**config.mk**
```make
export PLATFORM = sky130hd
export DESIGN_NAME = rate_strobe_gen
export DESIGN_NICKNAME = d
export VERILOG_FILES = /design/src/rtl/rate_strobe_pkg.sv /design/src/rtl/rate_strobe_gen_rise_detect.sv /design/src/rtl/rate_strobe_gen.sv
export SDC_FILE = /design/constraint.sdc
export NUM_CORES = 1
export LEC_CHECK = 0
export BUFFER_PORTS_ARGS = -buffer_cell sky130_fd_sc_hd__buf_2
export CAP_MARGIN = 30
export CORE_MARGIN = 5
export CORE_UTILIZATION = 46
export DETAILED_ROUTE_END_ITERATION = 12
export GPL_ROUTABILITY_DRIVEN = 0
export PLACE_DENSITY = 0.77
export SLEW_MARGIN = 0
export SYNTH_ARGS = -nofsm -noshare
export SYNTH_HDL_FRONTEND = slang
export SYNTH_SLANG_ARGS = --single-unit
```
**constraint.sdc**
```tcl
create_clock -name clk -period 2.1 [get_ports clk]
set_clock_uncertainty 0.05 [all_clocks]
set_input_delay 0.315 -clock clk [delete_from_list [all_inputs] [get_ports clk]]
set_output_delay 0.315 -clock clk [all_outputs]
set_load 0.02 [all_outputs]
```
**src/rtl/rate_strobe_pkg.sv**
```systemverilog
// Shared types for the rate strobe generator: FSM states, rate indices.
// No logic; types and constants only.
// No flow control.
package rate_strobe_pkg;

    localparam int N_RATES = 4;

    typedef enum logic [1:0] {
        IDLE   = 2'd0,
        RUN    = 2'd1,
        SWITCH = 2'd2
    } state_t;

    typedef enum logic [1:0] {
        RATE_2  = 2'd0,
        RATE_4  = 2'd1,
        RATE_8  = 2'd2,
        RATE_16 = 2'd3
    } rate_t;

endpackage

```
**src/rtl/rate_strobe_gen_rise_detect.sv**
```systemverilog
// Per-bit rising-edge detector: rise = sig_in & ~previous sample.
// Latency: combinational rise against a one-cycle-old register (resets to all ones).
// No flow control; samples every cycle.
module rise_detect #(
    parameter int WIDTH = 4
) (
    input  logic             clk,
    input  logic             n_rst,
    input  logic [WIDTH-1:0] sig_in,
    output logic [WIDTH-1:0] rise
);

    logic [WIDTH-1:0] sig_q;
    logic [WIDTH-1:0] sig_d;

    always_comb begin
        sig_d = sig_in;
    end

    // All-ones reset: a level already high at reset release is not an edge.
    always_ff @(posedge clk or negedge n_rst) begin
        if (!n_rst) begin
            sig_q <= '1;
        end else begin
            sig_q <= sig_d;
        end
    end

    assign rise = sig_in & ~sig_q;

endmodule

```
**src/rtl/rate_strobe_gen.sv**
```systemverilog
// Strobe generator locked to a selectable divided clock, with glitch-free rate switching.
// Latency: strobe one cycle after the selected divider edge; sel_ack one cycle after acceptance.
// Backpressure: sel_req is held until sel_ack; strobe_cnt only exists with RATE_STROBE_CNT_EN.
module rate_strobe_gen
    import rate_strobe_pkg::*;
#(
    parameter int WIDTH_CNT = 16
) (
    input  logic                 clk,
    input  logic                 n_rst,
    input  logic [3:0]           div_in,
    input  logic                 en,
    input  logic                 sel_req,
    input  logic [1:0]           sel_val,
    input  logic                 cnt_clr,
    output logic                 sel_ack,
    output logic                 strobe,
    output logic [1:0]           rate_cur,
    output logic                 active,
    output logic [WIDTH_CNT-1:0] strobe_cnt
);

    state_t               state_q, state_d;
    rate_t                rate_q, rate_d;
    rate_t                pend_q, pend_d;
    logic                 strobe_q, strobe_d;
    logic                 ack_q, ack_d;
    logic                 req_ok;
    logic [N_RATES-1:0]   rise_vec;
    logic                 rise_sel;

    rise_detect #(
        .WIDTH (N_RATES)
    ) u_rise (
        .clk    (clk),
        .n_rst  (n_rst),
        .sig_in (div_in),
        .rise   (rise_vec)
    );

    assign rise_sel = rise_vec[rate_q];

    always_comb begin
        state_d  = state_q;
        rate_d   = rate_q;
        pend_d   = pend_q;
        strobe_d = 1'b0;
        ack_d    = 1'b0;
        // A request still visible during its own ack cycle is the same request.
        req_ok   = sel_req & ~ack_q;
        case (state_q)
            IDLE: begin
                if (req_ok) begin
                    rate_d = rate_t'(sel_val);
                    ack_d  = 1'b1;
                end else if (en && !sel_req) begin
                    state_d = RUN;
                end
            end
            RUN: begin
                if (!en) begin
                    state_d = IDLE;
                end else begin
                    strobe_d = rise_sel;
                    if (req_ok) begin
                        if (rate_t'(sel_val) == rate_q) begin
                            ack_d = 1'b1;
                        end else begin
                            pend_d  = rate_t'(sel_val);
                            state_d = SWITCH;
                        end
                    end
                end
            end
            SWITCH: begin
                if (!en) begin
                    rate_d  = pend_q;
                    ack_d   = 1'b1;
                    state_d = IDLE;
                end else if (rise_sel) begin
                    strobe_d = 1'b1;
                    rate_d   = pend_q;
                    ack_d    = 1'b1;
                    state_d  = RUN;
                end
            end
            default: begin
                state_d = IDLE;
            end
        endcase
    end

    always_ff @(posedge clk or negedge n_rst) begin
        if (!n_rst) begin
            state_q  <= IDLE;
            rate_q   <= RATE_2;
            pend_q   <= RATE_2;
            strobe_q <= 1'b0;
            ack_q    <= 1'b0;
        end else begin
            state_q  <= state_d;
            rate_q   <= rate_d;
            pend_q   <= pend_d;
            strobe_q <= strobe_d;
            ack_q    <= ack_d;
        end
    end

    assign sel_ack  = ack_q;
    assign strobe   = strobe_q;
    assign rate_cur = rate_q;
    assign active   = (state_q == RUN) || (state_q == SWITCH);

`ifdef RATE_STROBE_CNT_EN
    logic [WIDTH_CNT-1:0] cnt_q;
    logic [WIDTH_CNT-1:0] cnt_d;

    always_comb begin
        cnt_d = cnt_q;
        if (cnt_clr) begin
            cnt_d = '0;
        end else if (strobe_q) begin
            cnt_d = cnt_q + WIDTH_CNT'(1);
        end
    end

    always_ff @(posedge clk or negedge n_rst) begin
        if (!n_rst) begin
            cnt_q <= '0;
        end else begin
            cnt_q <= cnt_d;
        end
    end

    assign strobe_cnt = cnt_q;
`else
    logic unused_cnt_clr;
    assign unused_cnt_clr = cnt_clr;
    assign strobe_cnt     = '0;
`endif

endmodule

```
# ---- Word level (Yosys, flattened, before mapping)
# Index checks and enable logic that the tools add are counted.
dict set report op_classes {
  magnitude_cmp 1
  eq_ne 9
  muxes 24
  n_bitwise 5
  reduce_logical 8
}
# op count
set op_table {}
lappend op_table {{$mux W2} 10}
lappend op_table {{$mux W1} 9}
lappend op_table {{$ne A3 B3 Y1 const B} 3}
lappend op_table {{$ne A2 B2 Y1 const B} 3}
lappend op_table {{$pmux W2 S3} 1}
lappend op_table {{$reduce_and A5 Y1} 1}
lappend op_table {{$and A4 B4 Y4} 1}
lappend op_table {{$not A4 Y4} 1}
lappend op_table {{$pmux W2 S2} 1}
lappend op_table {{$reduce_and A4 Y1} 1}
lappend op_table {{$lt A2 B3 Y1 const B} 1}
lappend op_table {{$pmux W1 S3} 1}
lappend op_table {{$reduce_and A3 Y1} 1}
lappend op_table {{$bmux W1 S2} 1}
lappend op_table {{$eq A2 B1 Y1 const B} 1}
lappend op_table {{$eq A2 B2 Y1} 1}
lappend op_table {{$eq A2 B2 Y1 const B} 1}
lappend op_table {{$logic_not A2 Y1} 1}
lappend op_table {{$not A1 Y1} 2}
lappend op_table {{$pmux W1 S2} 1}
lappend op_table {{$reduce_bool A2 Y1} 1}
lappend op_table {{$and A1 B1 Y1} 1}
lappend op_table {{$logic_and A1 B1 Y1} 1}
lappend op_table {{$logic_not A1 Y1} 1}
lappend op_table {{$logic_or A1 B1 Y1} 1}
dict set report totals {
  regBits 12
  out_inout_bits 21
  word_cells 53
}

# ---- Logic depth before layout (Yosys ltp)
dict set report logic_depth {
  ltp_word 7
  ltp_mapped 6
}

# ---- By module
# Synthesis repeated with hierarchy kept, for this count alone.
dict set report unflattened {
  cells_unflattened 68
  area_unflattened_um2 788.3
}
# mod n_inst cells_each area_per_inst_um2 seq_area_each_um2
set by_module_without_submodules {}
lappend by_module_without_submodules {rate_strobe_gen 1 60 628.1 200.2}
lappend by_module_without_submodules {rise_detect 1 8 160.2 105.1}

# ---- Worst setup path after synthesis
# Ideal clock, no wire load.
dict set report synth_timing {
  kind {register -> register}
  start {register rate_q[0] (netlist: rate_cur[0])}
  end {register state_q[0]}
  setup_time_ns 0.128
  t_arrival_ns 1.800
  slack_ns 0.122
  stages_incl_launch_ff 5
  cell_sequence {dfrtp_1 > and4b_1 > or4_4 > o211ai_2 > mux2_1}
}
dict set report synth_between {
  elab_chain_cells 4
  word_cells_on_any_way 6
}
# element line
set synth_lines {}
lappend synth_lines {{from (decl)} rate_strobe_gen.sv:24} ;# rate_t rate_q, rate_d;
lappend synth_lines {{from (signal assigned)} rate_strobe_gen.sv:102} ;# rate_q <= rate_d;
lappend synth_lines {{$bmux W1 S2} rate_strobe_gen.sv:41} ;# assign rise_sel = rise_vec[rate_q];
lappend synth_lines {{$mux W1 (implied by the code)} rate_strobe_gen.sv:41}
lappend synth_lines {{$ne A3 B3 Y1 (no source line)} -}
lappend synth_lines {{$reduce_and A5 Y1 (no source line) *} -}
lappend synth_lines {{to (signal assigned)} rate_strobe_gen.sv:101} ;# state_q <= state_d;
lappend synth_lines {{to (decl)} rate_strobe_gen.sv:23} ;# state_t state_q, state_d;
# Mark *: on every way between the ends. The rest lies on a longest branch, timed or not. The select of a mux whose other input is x is not followed.
# A chain may end at the register's enable or synchronous reset.

# ---- Worst setup path in the final report
dict set report layout_timing {
  start {register u_rise.sig_q[3]}
  end {register state_q[0]}
}
dict set report layout_between {
  elab_chain_cells 6
}
# element line
set layout_lines {}
lappend layout_lines {{from (decl)} rate_strobe_gen_rise_detect.sv:13} ;# logic [WIDTH-1:0] sig_q;
lappend layout_lines {{from (signal assigned)} rate_strobe_gen_rise_detect.sv:25} ;# sig_q <= sig_d;
lappend layout_lines {{$not A4 Y4} rate_strobe_gen_rise_detect.sv:29} ;# assign rise = sig_in & ~sig_q;
lappend layout_lines {{$and A4 B4 Y4} rate_strobe_gen_rise_detect.sv:29}
lappend layout_lines {{$bmux W1 S2} rate_strobe_gen.sv:41}
lappend layout_lines {{$mux W1 (implied by the code)} rate_strobe_gen.sv:41}
lappend layout_lines {{$ne A3 B3 Y1 (no source line)} -}
lappend layout_lines {{$reduce_and A5 Y1 (no source line)} -}
# No other way between the ends. The select of a mux whose other input is x is not followed.

==> results.cfg <==
[cts]
ctsLongestPathBuffers = 2
cts_tree = done
ctsResizeCount = 0
h-tree-depth = 1
clock_latency_ns = 0.27
root_buffer = clkbuf_4
clkTransAtPathRegs_ns = 0.07
cts_buffers = 3
cts.sinks = 12

[sta]
rsz0062_at_grt = false
slew_violations = 0
fin_crit_ns = 2.00
setup_viol = 0
min_period_over_period = 0.950
clock.fmax_ghz = 0.501
setup_tns_ns = 0
finalHoldViolCount = 0
layout_setup_ws_ns = 0.104

[grt]
grt_usage = 0.110
antenna_found_initial = 0
grt_max_degree = 13
grt_pass1_vias = 512
grt.overflow.total = 0
grt_pass1_wl_mm = 2.18

[drt]
via_count = 486
dr.pass1.iters = 3
wl_met2_um = 524
top_layer = met4
via_per_inst = 4.76
final_antenna_net_count = 0
routed_wl_mm = 1.22
drc = 0
met3_wirelength_um = 115
routedWlPerCell_um = 12.0
met1Wirelength_um = 573
dr.first_iter.drc_count = 5

[synthesis]
synth_area_um2 = 758
synth-seq-cells = 12
synth_cells = 68
yosysUniqueCellTypes = 27
synth_top_area_frac = 0.264
synth_edf_count = 0
postSynthAreaPerCell_um2 = 11.2
yosysTopAreaCell = dfrtp_1
synthArstFlopShare = 1.00
ys_warn_count = 0
yosysSeqAreaShare = 0.403
ys_top_cells_by_area = dfrtp_1 26%, buf_4 16%, dfstp_2 14%, ha_1 6.6%, mux2_2 5.9%
ys.flop_type = dfrtp_1

[layout]
multi_input_area_um2 = 374
regArea_um2 = 305
drive_gt1_frac = 0.337
fin_nets = 102
n_fill_cell = 138
n_antenna_cell = 0
area_growth_pct = 8.25

[worst_setup_path]
crit_fanout = 4
crit_type = reg -> reg
endpoint_kind = register
cp.arrival_ns = 2.10
worst_ep_required_time_ns = 2.20
critPathLaunchType = register

[floorplanning]
die_h_um = 50.6
die-area_um2 = 2560
num_rows = 14
start_util = 0.492
core-area_um2 = 1540
ioPinCount = 32
fp.dieW_um = 50.6

[pwr]
powerDensity_nw_per_um2 = 1320
p_leak_uw = 0.000419
ir_drop_mv = 0.775

[placed_design]
numPortBuffers = 14
pre_cts_ws_ns = 0.113

[hold_path]
hp-class = in -> reg

[outcome]
status = finished, final reports clean

[run]
drv_cap = 0
==> synthesized netlist by cell type (all sizes together) (2+ instances only) <==
cell and n:
buf 16, dfrtp 8, mux2 7, dfstp 4
ha 4, inv 4, nand2 3, a21oi 2
nand2b 2, xor2 2
==> layout make-up <==
cell class              instances  area share
inverters                       4      0.0183
repair buffers                 15      0.0976
flip-flops and latches         12       0.372
clock buffers                   4      0.0320
well taps                      16      0.0244
multi-input cells              51       0.456
==> sequential cells by signal, indices dropped and copies added, names as in the netlist <==
register / cells
pend_q: 2
rate_cur: 2
sel_ack: 1
u_rise.sig_q: 4
state_q: 2
strobe: 1
==> power breakdown <==
| group | total (uW) | switching [uW] | internal [uW] |
|---|---|---|---|
| Sequential | 380 | 66.8 | 313 |
| Combinational | 556 | 308 | 249 |
| Clock | 146 | 72.2 | 73.4 |
==> worst max-delay path, stage by stage (launching register included) <==
cell      delay [ns]
dfstp_2         0.51
and4b_1         0.18
or4_4           0.57
o211ai_2        0.24
mux2_1          0.35
==> timing repair <==
action	CTS	global route
hold endpoints to repair	8	0
hold buffers	1	0
setup buffers	0	0
==> logic make-up after synthesis <==
| group | synth area share |
|---|---|
| muxes | 0.117 |
| AOI/OAI and AO/OA | 0.0775 |
| and+or+nand+nor | 0.130 |
| DFF | 0.403 |
| adders and majority gates | 0.0660 |
| buffers and inverters | 0.178 |
| xor gates and xnor gates | 0.0231 |
| other | 0.00495 |
==> final timing paths <==
path                                                  end                       from  depth (start not counted)  slack, ns
worst min-delay path            u_rise.sig_q[0]$_DFF_PN1_                  div_in[0]                          1       0.10
worst min register to register      pend_q[1]$_DFFE_PN0P_      pend_q[1]$_DFFE_PN0P_                          1       0.46
max in group asynchronous       u_rise.sig_q[0]$_DFF_PN1_                      n_rst                          2       1.33
worst max-delay path               state_q[0]$_DFFE_PN0P_  u_rise.sig_q[3]$_DFF_PN1_                          4       0.10
worst max register to register     state_q[0]$_DFFE_PN0P_  u_rise.sig_q[3]$_DFF_PN1_                          4       0.10
min in group asynchronous           pend_q[1]$_DFFE_PN0P_                      n_rst                          2       0.39
==> placed cells by master (no fill, tap or decap), types with 2 or more instances in the layout <==
cell type | netlist | routed
a21oi_1 | 2 | 2
buf_2 | 0 | 14
clkbuf_4 | 0 | 3
conb_1 | 1 | 16
dfrtp_1 | 8 | 8
dfstp_2 | 4 | 4
ha_1 | 4 | 4
inv_1 | 4 | 4
mux2_1 | 3 | 3
mux2_2 | 4 | 4
nand2_1 | 3 | 3
nand2b_1 | 2 | 2
xor2_1 | 2 | 2
==> per-stage QoR <==
stage / cell area (um2) / std cells / total power, uW / hold WS [ns] / utilization
final: 821 / 102 / 1080 / 0.102 / 0.532
after global routing: 821 / 102 / 1190 / 0.0822 / 0.532
after CTS: 821 / 102 / 1100 / 0.0903 / 0.532
after detailed placement: 785 / 97 / 944 / 0.154 / 0.509
after global placement: 785 / 97 / 928 / 0.152 / 0.509
after floorplan: 815 / 83 / 831 / -0.0306 / -
==> metal layers <==
layer  track usage  vias to the layer above
li1              -                      238
met1         0.146                      222
met2         0.159                       24
met3        0.0355                        2
met4        0.0511                        0
met5             0                        -
Power figures use the tool's default switching activity.
